**src/rtl/_button_event_pkg.sv**
```systemverilog
// Shared definitions for the button event scheduler.
// Contents:
//   EV_NONE/EV_PRESS/EV_RELEASE/EV_LONG  event type codes carried on ev_type
//   btn_state_e                          per-channel debounce/classification state
package _button_event_pkg;

    localparam logic [1:0] EV_NONE    = 2'b00;
    localparam logic [1:0] EV_PRESS   = 2'b01;
    localparam logic [1:0] EV_RELEASE = 2'b10;
    localparam logic [1:0] EV_LONG    = 2'b11;

    typedef enum logic [1:0] {
        ST_RELEASED    = 2'd0,
        ST_PRESS_CHK   = 2'd1,
        ST_PRESSED     = 2'd2,
        ST_RELEASE_CHK = 2'd3
    } btn_state_e;

endpackage

```
**src/rtl/_button_channel_fsm.sv**
```systemverilog
// One button channel: 2-FF synchronizer, debounce FSM and event classifier.
// Ports:
//   ref_clk    in   system clock
//   rstI_n     in   synchronous active-low reset
//   tick       in   prescaler strobe; the FSM only advances on cycles where it is 1
//   sig_raw    in   raw asynchronous button level, 1 = pressed
//   level      out  debounced level (registered)
//   post       out  one-cycle strobe on the tick cycle an event is produced
//   post_type  out  type of the posted event (EV_NONE when post is 0)
module _button_channel_fsm
    import _button_event_pkg::*;
#(
    parameter int STABLE_TICKS = 2,
    parameter int LONG_TICKS   = 100
) (
    input  logic       ref_clk,
    input  logic       rstI_n,
    input  logic       tick,
    input  logic       sig_raw,
    output logic       level,
    output logic       post,
    output logic [1:0] post_type
);

    localparam int CNT_W  = $clog2(STABLE_TICKS + 1);
    localparam int HOLD_W = $clog2(LONG_TICKS + 1);

    localparam logic [CNT_W-1:0]  CNT_ONE     = CNT_W'(1);
    // cnt+1 == STABLE_TICKS is written as cnt == STABLE_TICKS-1 to keep widths exact
    localparam logic [CNT_W-1:0]  STABLE_LAST = CNT_W'(STABLE_TICKS - 1);
    localparam logic [HOLD_W-1:0] HOLD_ONE    = HOLD_W'(1);
    localparam logic [HOLD_W-1:0] HOLD_LAST   = HOLD_W'(LONG_TICKS - 1);
    localparam logic [HOLD_W-1:0] HOLD_MAX    = HOLD_W'(LONG_TICKS);

    logic              sync1_r;
    logic              sync2_r;
    btn_state_e        state_r;
    btn_state_e        state_s;
    logic [CNT_W-1:0]  cnt_r;
    logic [CNT_W-1:0]  cnt_s;
    logic [HOLD_W-1:0] hold_r;
    logic [HOLD_W-1:0] hold_s;
    logic              long_sent_r;
    logic              long_sent_s;
    logic              level_r;
    logic              level_s;
    logic              post_s;
    logic [1:0]        post_type_s;

    // Two-flop synchronizer bringing the raw button level into the clock domain
    always_ff @(posedge ref_clk) begin
        if (!rstI_n) begin
            sync1_r <= 1'b0;
            sync2_r <= 1'b0;
        end else begin
            sync1_r <= sig_raw;
            sync2_r <= sync1_r;
        end
    end

    // FSM state, counters and debounced level register
    always_ff @(posedge ref_clk) begin
        if (!rstI_n) begin
            state_r     <= ST_RELEASED;
            cnt_r       <= '0;
            hold_r      <= '0;
            long_sent_r <= 1'b0;
            level_r     <= 1'b0;
        end else begin
            state_r     <= state_s;
            cnt_r       <= cnt_s;
            hold_r      <= hold_s;
            long_sent_r <= long_sent_s;
            level_r     <= level_s;
        end
    end

    // Next-state, counter updates and event post decode; everything holds off-tick
    always_comb begin
        state_s     = state_r;
        cnt_s       = cnt_r;
        hold_s      = hold_r;
        long_sent_s = long_sent_r;
        level_s     = level_r;
        post_s      = 1'b0;
        post_type_s = EV_NONE;
        if (tick) begin
            case (state_r)
                ST_RELEASED: begin
                    if (sync2_r) begin
                        state_s = ST_PRESS_CHK;
                        cnt_s   = CNT_ONE;
                    end else begin
                        state_s = ST_RELEASED;
                    end
                end
                ST_PRESS_CHK: begin
                    if (!sync2_r) begin
                        state_s = ST_RELEASED;
                    end else if (cnt_r == STABLE_LAST) begin
                        state_s     = ST_PRESSED;
                        level_s     = 1'b1;
                        post_s      = 1'b1;
                        post_type_s = EV_PRESS;
                        hold_s      = '0;
                        long_sent_s = 1'b0;
                    end else begin
                        cnt_s = cnt_r + CNT_ONE;
                    end
                end
                ST_PRESSED: begin
                    if (sync2_r) begin
                        if (hold_r != HOLD_MAX) begin
                            hold_s = hold_r + HOLD_ONE;
                        end else begin
                            hold_s = hold_r;
                        end
                        if ((hold_r == HOLD_LAST) && !long_sent_r) begin
                            post_s      = 1'b1;
                            post_type_s = EV_LONG;
                            long_sent_s = 1'b1;
                        end else begin
                            long_sent_s = long_sent_r;
                        end
                    end else begin
                        state_s = ST_RELEASE_CHK;
                        cnt_s   = CNT_ONE;
                    end
                end
                ST_RELEASE_CHK: begin
                    // Returning to PRESSED keeps hold/long_sent so a glitch cannot re-fire LONG
                    if (sync2_r) begin
                        state_s = ST_PRESSED;
                    end else if (cnt_r == STABLE_LAST) begin
                        state_s     = ST_RELEASED;
                        level_s     = 1'b0;
                        post_s      = 1'b1;
                        post_type_s = EV_RELEASE;
                    end else begin
                        cnt_s = cnt_r + CNT_ONE;
                    end
                end
                default: begin
                    state_s = ST_RELEASED;
                end
            endcase
        end else begin
            state_s = state_r;
        end
    end

    assign level     = level_r;
    assign post      = post_s;
    assign post_type = post_type_s;

endmodule

```
**src/rtl/_button_event_scheduler.sv**
```systemverilog
// Debounces N_CH push buttons, classifies PRESS/RELEASE/LONG events and
// serialises them onto one valid/ready event port with round-robin arbitration.
// Ports:
//   ref_clk    in   system clock
//   rstI_n     in   synchronous active-low reset
//   sigI       in   raw button levels, 1 = pressed
//   ev_valid   out  event present on ev_chan/ev_type
//   ev_ready   in   consumer accepts when ev_valid & ev_ready at posedge
//   ev_chan    out  channel of current event
//   ev_type    out  01 PRESS, 10 RELEASE, 11 LONG
//   level      out  debounced level per channel
//   overflow   out  sticky per-channel flag: an event was dropped
//   ovf_clr    in   clears all overflow bits
module _button_event_scheduler
    import _button_event_pkg::*;
#(
    parameter int N_CH         = 4,
    parameter int CLK_ITER_MAX = 1200000 - 1,
    parameter int STABLE_TICKS = 2,
    parameter int LONG_TICKS   = 100
) (
    input  logic                    ref_clk,
    input  logic                    rstI_n,
    input  logic [N_CH-1:0]         sigI,
    output logic                    ev_valid,
    input  logic                    ev_ready,
    output logic [$clog2(N_CH)-1:0] ev_chan,
    output logic [1:0]              ev_type,
    output logic [N_CH-1:0]         level,
    output logic [N_CH-1:0]         overflow,
    input  logic                    ovf_clr
);

    localparam int CH_W    = $clog2(N_CH);
    localparam int PRESC_W = (CLK_ITER_MAX > 0) ? $clog2(CLK_ITER_MAX + 1) : 1;

    localparam logic [PRESC_W-1:0] PRESC_LAST = PRESC_W'(CLK_ITER_MAX);
    localparam logic [PRESC_W-1:0] PRESC_ONE  = PRESC_W'(1);
    localparam logic [CH_W-1:0]    PTR_INIT   = CH_W'(N_CH - 1);

    logic [PRESC_W-1:0] presc_r;
    logic               tick_s;
    logic [N_CH-1:0]    level_s;
    logic [N_CH-1:0]    post_s;
    logic [1:0]         post_type_s [N_CH];
    logic [N_CH-1:0]    slot_vld_r;
    logic [1:0]         slot_type_r [N_CH];
    logic [N_CH-1:0]    overflow_r;
    logic [CH_W-1:0]    rr_ptr_r;
    logic               ev_valid_r;
    logic [CH_W-1:0]    ev_chan_r;
    logic [1:0]         ev_type_r;
    logic               load_s;
    logic               grant_vld_s;
    logic [CH_W-1:0]    grant_ch_s;
    logic [N_CH-1:0]    grant_oh_s;
    logic [N_CH-1:0]    ovf_set_s;
    logic [N_CH-1:0]    store_s;

    // Shared tick prescaler: counts 0..CLK_ITER_MAX and wraps
    always_ff @(posedge ref_clk) begin
        if (!rstI_n) begin
            presc_r <= '0;
        end else if (tick_s) begin
            presc_r <= '0;
        end else begin
            presc_r <= presc_r + PRESC_ONE;
        end
    end

    assign tick_s = (presc_r == PRESC_LAST);

    for (genvar g = 0; g < N_CH; g++) begin : g_ch
        _button_channel_fsm #(
            .STABLE_TICKS (STABLE_TICKS),
            .LONG_TICKS   (LONG_TICKS)
        ) u_ch (
            .ref_clk   (ref_clk),
            .rstI_n    (rstI_n),
            .tick      (tick_s),
            .sig_raw   (sigI[g]),
            .level     (level_s[g]),
            .post      (post_s[g]),
            .post_type (post_type_s[g])
        );
    end

    assign load_s = !ev_valid_r || ev_ready;

    // Round-robin pick: first pending slot after the pointer, wrapping
    always_comb begin
        logic [CH_W-1:0] cand;
        grant_vld_s = 1'b0;
        grant_ch_s  = '0;
        grant_oh_s  = '0;
        cand        = '0;
        for (int k = 1; k <= N_CH; k++) begin
            cand = CH_W'((int'(rr_ptr_r) + k) % N_CH);
            if (slot_vld_r[cand] && !grant_vld_s) begin
                grant_vld_s = 1'b1;
                grant_ch_s  = cand;
            end else begin
                grant_vld_s = grant_vld_s;
            end
        end
        if (load_s && grant_vld_s) begin
            grant_oh_s[grant_ch_s] = 1'b1;
        end else begin
            grant_oh_s = '0;
        end
    end

    // A slot being granted this cycle counts as free for an incoming post
    assign ovf_set_s = post_s & slot_vld_r & ~grant_oh_s;
    assign store_s   = post_s & ~ovf_set_s;

    // One-deep pending slot per channel
    always_ff @(posedge ref_clk) begin
        if (!rstI_n) begin
            slot_vld_r <= '0;
            for (int c = 0; c < N_CH; c++) begin
                slot_type_r[c] <= EV_NONE;
            end
        end else begin
            slot_vld_r <= (slot_vld_r & ~grant_oh_s) | store_s;
            for (int c = 0; c < N_CH; c++) begin
                if (store_s[c]) begin
                    slot_type_r[c] <= post_type_s[c];
                end else begin
                    slot_type_r[c] <= slot_type_r[c];
                end
            end
        end
    end

    // Sticky overflow flags; a new drop wins over a simultaneous clear
    always_ff @(posedge ref_clk) begin
        if (!rstI_n) begin
            overflow_r <= '0;
        end else begin
            overflow_r <= ovf_set_s | (overflow_r & ~{N_CH{ovf_clr}});
        end
    end

    // Output event register and round-robin pointer
    always_ff @(posedge ref_clk) begin
        if (!rstI_n) begin
            ev_valid_r <= 1'b0;
            ev_chan_r  <= '0;
            ev_type_r  <= EV_NONE;
            rr_ptr_r   <= PTR_INIT;
        end else if (load_s) begin
            if (grant_vld_s) begin
                ev_valid_r <= 1'b1;
                ev_chan_r  <= grant_ch_s;
                ev_type_r  <= slot_type_r[grant_ch_s];
                rr_ptr_r   <= grant_ch_s;
            end else begin
                ev_valid_r <= 1'b0;
            end
        end else begin
            ev_valid_r <= ev_valid_r;
        end
    end

    assign ev_valid = ev_valid_r;
    assign ev_chan  = ev_chan_r;
    assign ev_type  = ev_type_r;
    assign level    = level_s;
    assign overflow = overflow_r;

endmodule
```
**config.mk**
```make
export PLATFORM = sky130hd
export DESIGN_NAME = _button_event_scheduler
export DESIGN_NICKNAME = d
export VERILOG_FILES = /design/src/rtl/_button_event_pkg.sv /design/src/rtl/_button_channel_fsm.sv /design/src/rtl/_button_event_scheduler.sv
export SDC_FILE = /design/constraint.sdc
export NUM_CORES = 1
export LEC_CHECK = 0
export CAP_MARGIN = 0
export CORE_ASPECT_RATIO = 1.5
export CORE_MARGIN = 5
export CORE_UTILIZATION = 60
export CTS_BUF_LIST = sky130_fd_sc_hd__clkbuf_16
export DETAILED_ROUTE_END_ITERATION = 12
export DONT_BUFFER_PORTS = 1
export HOLD_SLACK_MARGIN = 0.03
export PLACE_DENSITY_LB_ADDON = 0.25
export REMOVE_ABC_BUFFERS = 1
export SYNTH_ARGS = -nofsm -noshare
export SYNTH_HDL_FRONTEND = slang
export SYNTH_HIERARCHICAL = 1
export SYNTH_SLANG_ARGS = --single-unit
```
**constraint.sdc**
```tcl
create_clock -name ref_clk -period 6.9 [get_ports ref_clk]
set_input_delay 2.07 -clock ref_clk [delete_from_list [all_inputs] [get_ports ref_clk]]
set_output_delay 2.07 -clock ref_clk [all_outputs]
set_load 0.01 [all_outputs]
```
# Yosys cells after proc, flatten, opt, wreduce, memory -nomap -nowiden
# Memories as Yosys holds them, arrays and structs flattened. A register that Yosys moved wholly into a read port is not among the register bits.
# Index checks and enable logic that the tools add are counted.
# word_totals
n_memories,1
romBits,0
latchBits,0
ff_bits,94
wordCells,424
mem_bits_rw,8
# memory_table
name,words,width,rd,rd_ports_with_merged_regs,wr,line,rtl
slot_type_r,4,2,1,1,4,_button_event_scheduler.sv:47,logic [1:0] slot_type_r [N_CH];
# classes
mux,221
n_bitwise,19
n_eq_ne,73
n_lt_le_gt_ge,6
div_mod_pow,0
addsub,13
reduce_logical,57
shift,0
n_mul,0
# ops
op,count
2-bit 2-to-1 mux,76
7-bit 2-to-1 mux,16
1-bit 2-to-1 mux,95
6-bit AND reduction,12
2-bit case mux with 4 select lines,8
2-bit by 1-bit inequality test with 1-bit output (second input constant),28
7-bit case mux with 2 select lines,4
7-bit by 1-bit adder with 7-bit output (second input constant),4
7-bit == test (second input constant),4
7-bit inequality test (second input constant),4
2-bit case mux with 3 select lines,4
21-bit by 1-bit adder with 21-bit output (second input constant),1
21-bit == test (second input constant),1
4-bit AND,5
5-bit AND reduction,4
2-bit by 1-bit == test with 1-bit output (second input constant),8
2-bit == test (second input constant),8
2-bit inequality test (second input constant),8
1-bit case mux with 2 select lines,8
4-bit AND reduction,4
2-bit nonzero test,8
2-bit by 3-bit less-than comparator with 1-bit output (second input constant),5
2-bit by 1-bit adder with 2-bit output (second input constant),6
3-bit by 1-bit inequality test with 1-bit output (second input constant),4
18 further kinds,64

# Longest topological paths before layout
# logic_depth
depth_word,27
ltp_mapped,10

# Cells and area by module
# Netlist, hierarchy kept.
# by_module_without_submodules
mod,area_each_um2,cells_each,instances
_button_channel_fsm (g_ch[1].u_ch ...),805.8,94,3
_button_event_scheduler,2035.7,213,1
_button_channel_fsm (g_ch[0].u_ch),805.8,91,1

# Least setup slack after synthesis
# No wires, ideal clock.
# synth_timing
path_kind,input to register
startpoint,in ev_ready
endpoint,mem slot_type_r[2][0] (enable)
setup_time_ns,0.327
n_path_buf,0
arrival_time_ns,2.888
path_slack_ns,3.684
path_stages,5
path_cell_list,inv_1 -> a21oi_2 -> nand2_1 -> o21a_1 -> o21ai_0
# synth_lines
item,line,rtl
start: declaration,_button_event_scheduler.sv:26,"input logic ev_ready,"
end: declaration,_button_event_scheduler.sv:47,

# Final worst setup path
# layout_timing
startpoint,reg presc_r[0]
endpoint,reg g_ch[3].u_ch.hold_r[3]
# layout_via
elab_chain_len,2
# layout_rtl
item,line,rtl
start: declaration,_button_event_scheduler.sv:41,logic [PRESC_W-1:0] presc_r;
start signal: assignment,_button_event_scheduler.sv:67,presc_r <= presc_r + PRESC_ONE;
21-bit == test,_button_event_scheduler.sv:71,assign tick_s = (presc_r == PRESC_LAST);
via tick_s,_button_event_scheduler.sv:42,logic tick_s;
6-bit AND reduction (no source line),--,
end signal: assignment,_button_channel_fsm.sv:72,hold_r <= hold_s;
end: declaration,_button_channel_fsm.sv:41,logic [HOLD_W-1:0] hold_r;
# The timed path passes the listed nets, and every way through them passes these cells.
# A chain may end at the register's enable or synchronous reset.

==> flow_metrics.tcl <==
set metrics [dict create \
    cts_hold_buffers 0 \
    final_hold_viol_count 0 \
    synth_common_cells "dfxtp_1, nor2_1, a21oi_1, nand2_1" \
    drv_slew 0 \
    gp_congestion 0.801 \
    die_width_um 86.4 \
    maxCapViolCount 0 \
    io-pin-count 21 \
    numCtsBuffers 9 \
    synth_top_area_share_pct 36.5 \
    syn_inst 586 \
    internal_power_uw 906 \
    ys_ff_latch 104 \
    grt_pass1_vias 4095 \
    cp-start-kind "flip-flop" \
    initial_core_util_pct 61.8 \
    clockRootBuffer "clkbuf_16" \
    drt_iter0_markers 193 \
    fin_nets 601 \
    hold_end "g_ch[1].u_ch/sync2_r$_SDFF_PN0_" \
    worstPathMaxFanout 29 \
    dr.pass1.iters 5 \
    r2r-end "g_ch[3].u_ch/hold_r[3]$_SDFFE_PN0P_" \
    pwr-share-clk_pct 44.2 \
    ys_seq_area_share_pct 41.1 \
    num_vias 4146 \
    slew_headroom_pct 40.7 \
    leakage_nw 2.02 \
    finish.utilization_pct 65.6 \
    core-area_um2 8520 \
    whs_path_depth 1 \
    cts_setup_buffers 0 \
    layout-drive-gt1-share_pct 9.40 \
    drc_errors 0 \
    grt_pass1_wl_um 17500 \
    arrival_ps 3410 \
    synth_area_leaders "dfxtp_1, edfxtp_1, a21oi_1" \
    drt-total-wl_um 10100 \
    fin_setup_tns_ps 0 \
    ant_nets 0 \
    gr-usage-all-layers_pct 19.6 \
    syn_area_per_cell_um2 8.97 \
    worst_pin_slew_ps 889 \
    rsz0062_at_grt "false" \
    antenna_found_initial 0 \
    vdd_drop_max_uv 145 \
    antennaDiodeCount 0 \
    cp-end-kind "flip-flop" \
    r2r_setup_slack_ps 3770 \
    critical_path_class "flip-flop to flip-flop" \
    holdWs_ps 433 \
    worst_slack_ps 3770 \
    cts_buffer_depth 2 \
    ys_types 66 \
    p_switching_uw 249 \
    crit_path_start "presc_r[0]$_SDFF_PP0_" \
    fmax_mhz 319 \
    r2r_start "presc_r[0]$_SDFF_PP0_" \
    cts_tree "built" \
    die_h_um 125 \
    place_hpwl_um 7130 \
    post-synth-top-area-cell "dfxtp_1" \
    ys.flop_type "dfxtp_1" \
    status "completed" \
    pwr-share-seq_pct 54.0 \
    io_buffer_count 0 \
    hp-start "g_ch[1].u_ch/sync1_r$_SDFF_PN0_" \
    pre_cts_ws_ps 3500 \
    num-fill-cells 742 \
    ys_warn_count 6 \
    synth-edff-count 8 \
    dieArea_um2 10800 \
    clk_pin_slew_ps 70 \
    wl_per_cell_um 14.6 \
    area_growth_pct 6.21 \
    grt-ovfl-total 0 \
    rr_worst_depth 9 \
    rows 41 \
    grt_max_degree 58 \
    p_per_area_nw_per_um2 207 \
    async_reset_ff_share_pct 0 \
    cp.required_ps 7180 \
    syn_area_um2 5260 \
    setup_viol 0 \
    htreeDepth 3 \
    skew_ps 8.47 \
    fin_crit_sh_pct 45.4 \
    power_frac_comb_pct 1.8 \
    cts_resized 0 \
    clk_latency_ps 350 \
    period_minus_slack_ps 3130 \
    hold_path_class "flip-flop to flip-flop" \
    via_per_inst 5.99 \
    synth.most_common_cell "dfxtp_1" \
    clock-sinks 104 \
    p_sw_share_pct 21.5 \
]
state kept, by name, summed over array words and instances, names as in the netlist, named ones only:
signal	flops
g_ch.u_ch/hold_r	28
ev_chan	2
ev_valid	1
g_ch.u_ch/state_r	4
g_ch.u_ch/cnt_r	8
slot_vld_r	4
g_ch.u_ch/level	4
g_ch.u_ch/sync1_r	4
presc_r	21
g_ch.u_ch/sync2_r	4
overflow	4
slot_type_r	8
g_ch.u_ch/long_sent_r	4
ev_type	2
rr_ptr_r	2
worst max-delay path, cell delays in order (launching register included):
cell and delay, ps:
dfxtp_1 410, ha_1 280, nand2_1 110, nor3_1 180, nand4_1 150, inv_1 680, nand2_1 250, a21o_1 310
or4_1 530, a21oi_1 150
cell families (layout without fill, tap and decap cells):
group / Yosys count / in the layout / synth area share [%]
AOI/OAI and AO/OA: 133 / 133 / 15.8
xor gates and xnor gates: 24 / 24 / 4.00
adders and majority gates: 13 / 13 / 3.09
buffers and inverters: 48 / 47 / 4.16
DFF: 104 / 104 / 41.1
muxes: 18 / 18 / 3.50
and+or+nand+nor: 246 / 246 / 28.3
cell usage in the layout (no fill, tap or decap), types with 11 or more instances in the layout:
cell and instances:
dfxtp_1 96, nor2_1 50, a21oi_1 47, nand2_1 37
inv_1 32, o21ai_0 31, nand3_1 31, mux2i_1 15
xnor2_1 13, ha_1 13, nor3_1 11, nor3b_1 11
xor2_1 11, o31ai_1 11
worst max-delay path by stage:
stage	end	slack (ps)	cells past startpoint
2_1_floorplan	slot_type_r[2][0]$_SDFFCE_PN0P_	3680	5
3_3_place_gp	slot_type_r[2][0]$_SDFFCE_PN0P_	3560	5
3_5_place_dp	slot_type_r[2][0]$_SDFFCE_PN0P_	3500	5
4_1_cts	g_ch[3].u_ch/hold_r[3]$_SDFFE_PN0P_	3810	9
5_1_grt	g_ch[2].u_ch/hold_r[0]$_SDFFE_PN0P_	3490	9
6_report	g_ch[3].u_ch/hold_r[3]$_SDFFE_PN0P_	3770	9
metrics by stage:
stage / instances / area, um2 / power [mW]
2_1_floorplan: 569 / 5160 / 0.653
3_3_place_gp: 676 / 5290 / 0.657
3_5_place_dp: 676 / 5290 / 0.659
4_1_cts: 692 / 5590 / 1.17
5_1_grt: 692 / 5590 / 1.19
6_report: 692 / 5590 / 1.16
routing by layer:
metal	part of all wire (%)	global-route usage [%]	wire (um)	vias up
li1	-	-	-	2093
met4	2.1	9.63	212	0
met2	52	34.0	5270	52
met1	42	22.0	4240	1987
met3	3.8	4.50	388	14
met5	0	0	0	-
power by group through the flow:
stage | Combinational (mW) | Sequential, mW | Clock [mW]
6_report | 0.0211 | 0.623 | 0.511
5_1_grt | 0.0236 | 0.624 | 0.545
4_1_cts | 0.0213 | 0.623 | 0.521
3_5_place_dp | 0.0211 | 0.637 | 0
3_3_place_gp | 0.0201 | 0.637 | 0
2_1_floorplan | 0.0176 | 0.635 | 0
cell type report:
class | count | area, um2 | share of cell area (%)
clock inverter | 7 | 70.1 | 1.25
sequential | 104 | 2160 | 38.7
inverter | 31 | 116 | 2.08
multi-input combinational | 434 | 2880 | 51.5
clock buffer | 9 | 225 | 4.03
tap | 107 | 134 | 2.40
(Power assumes the default switching activity.)
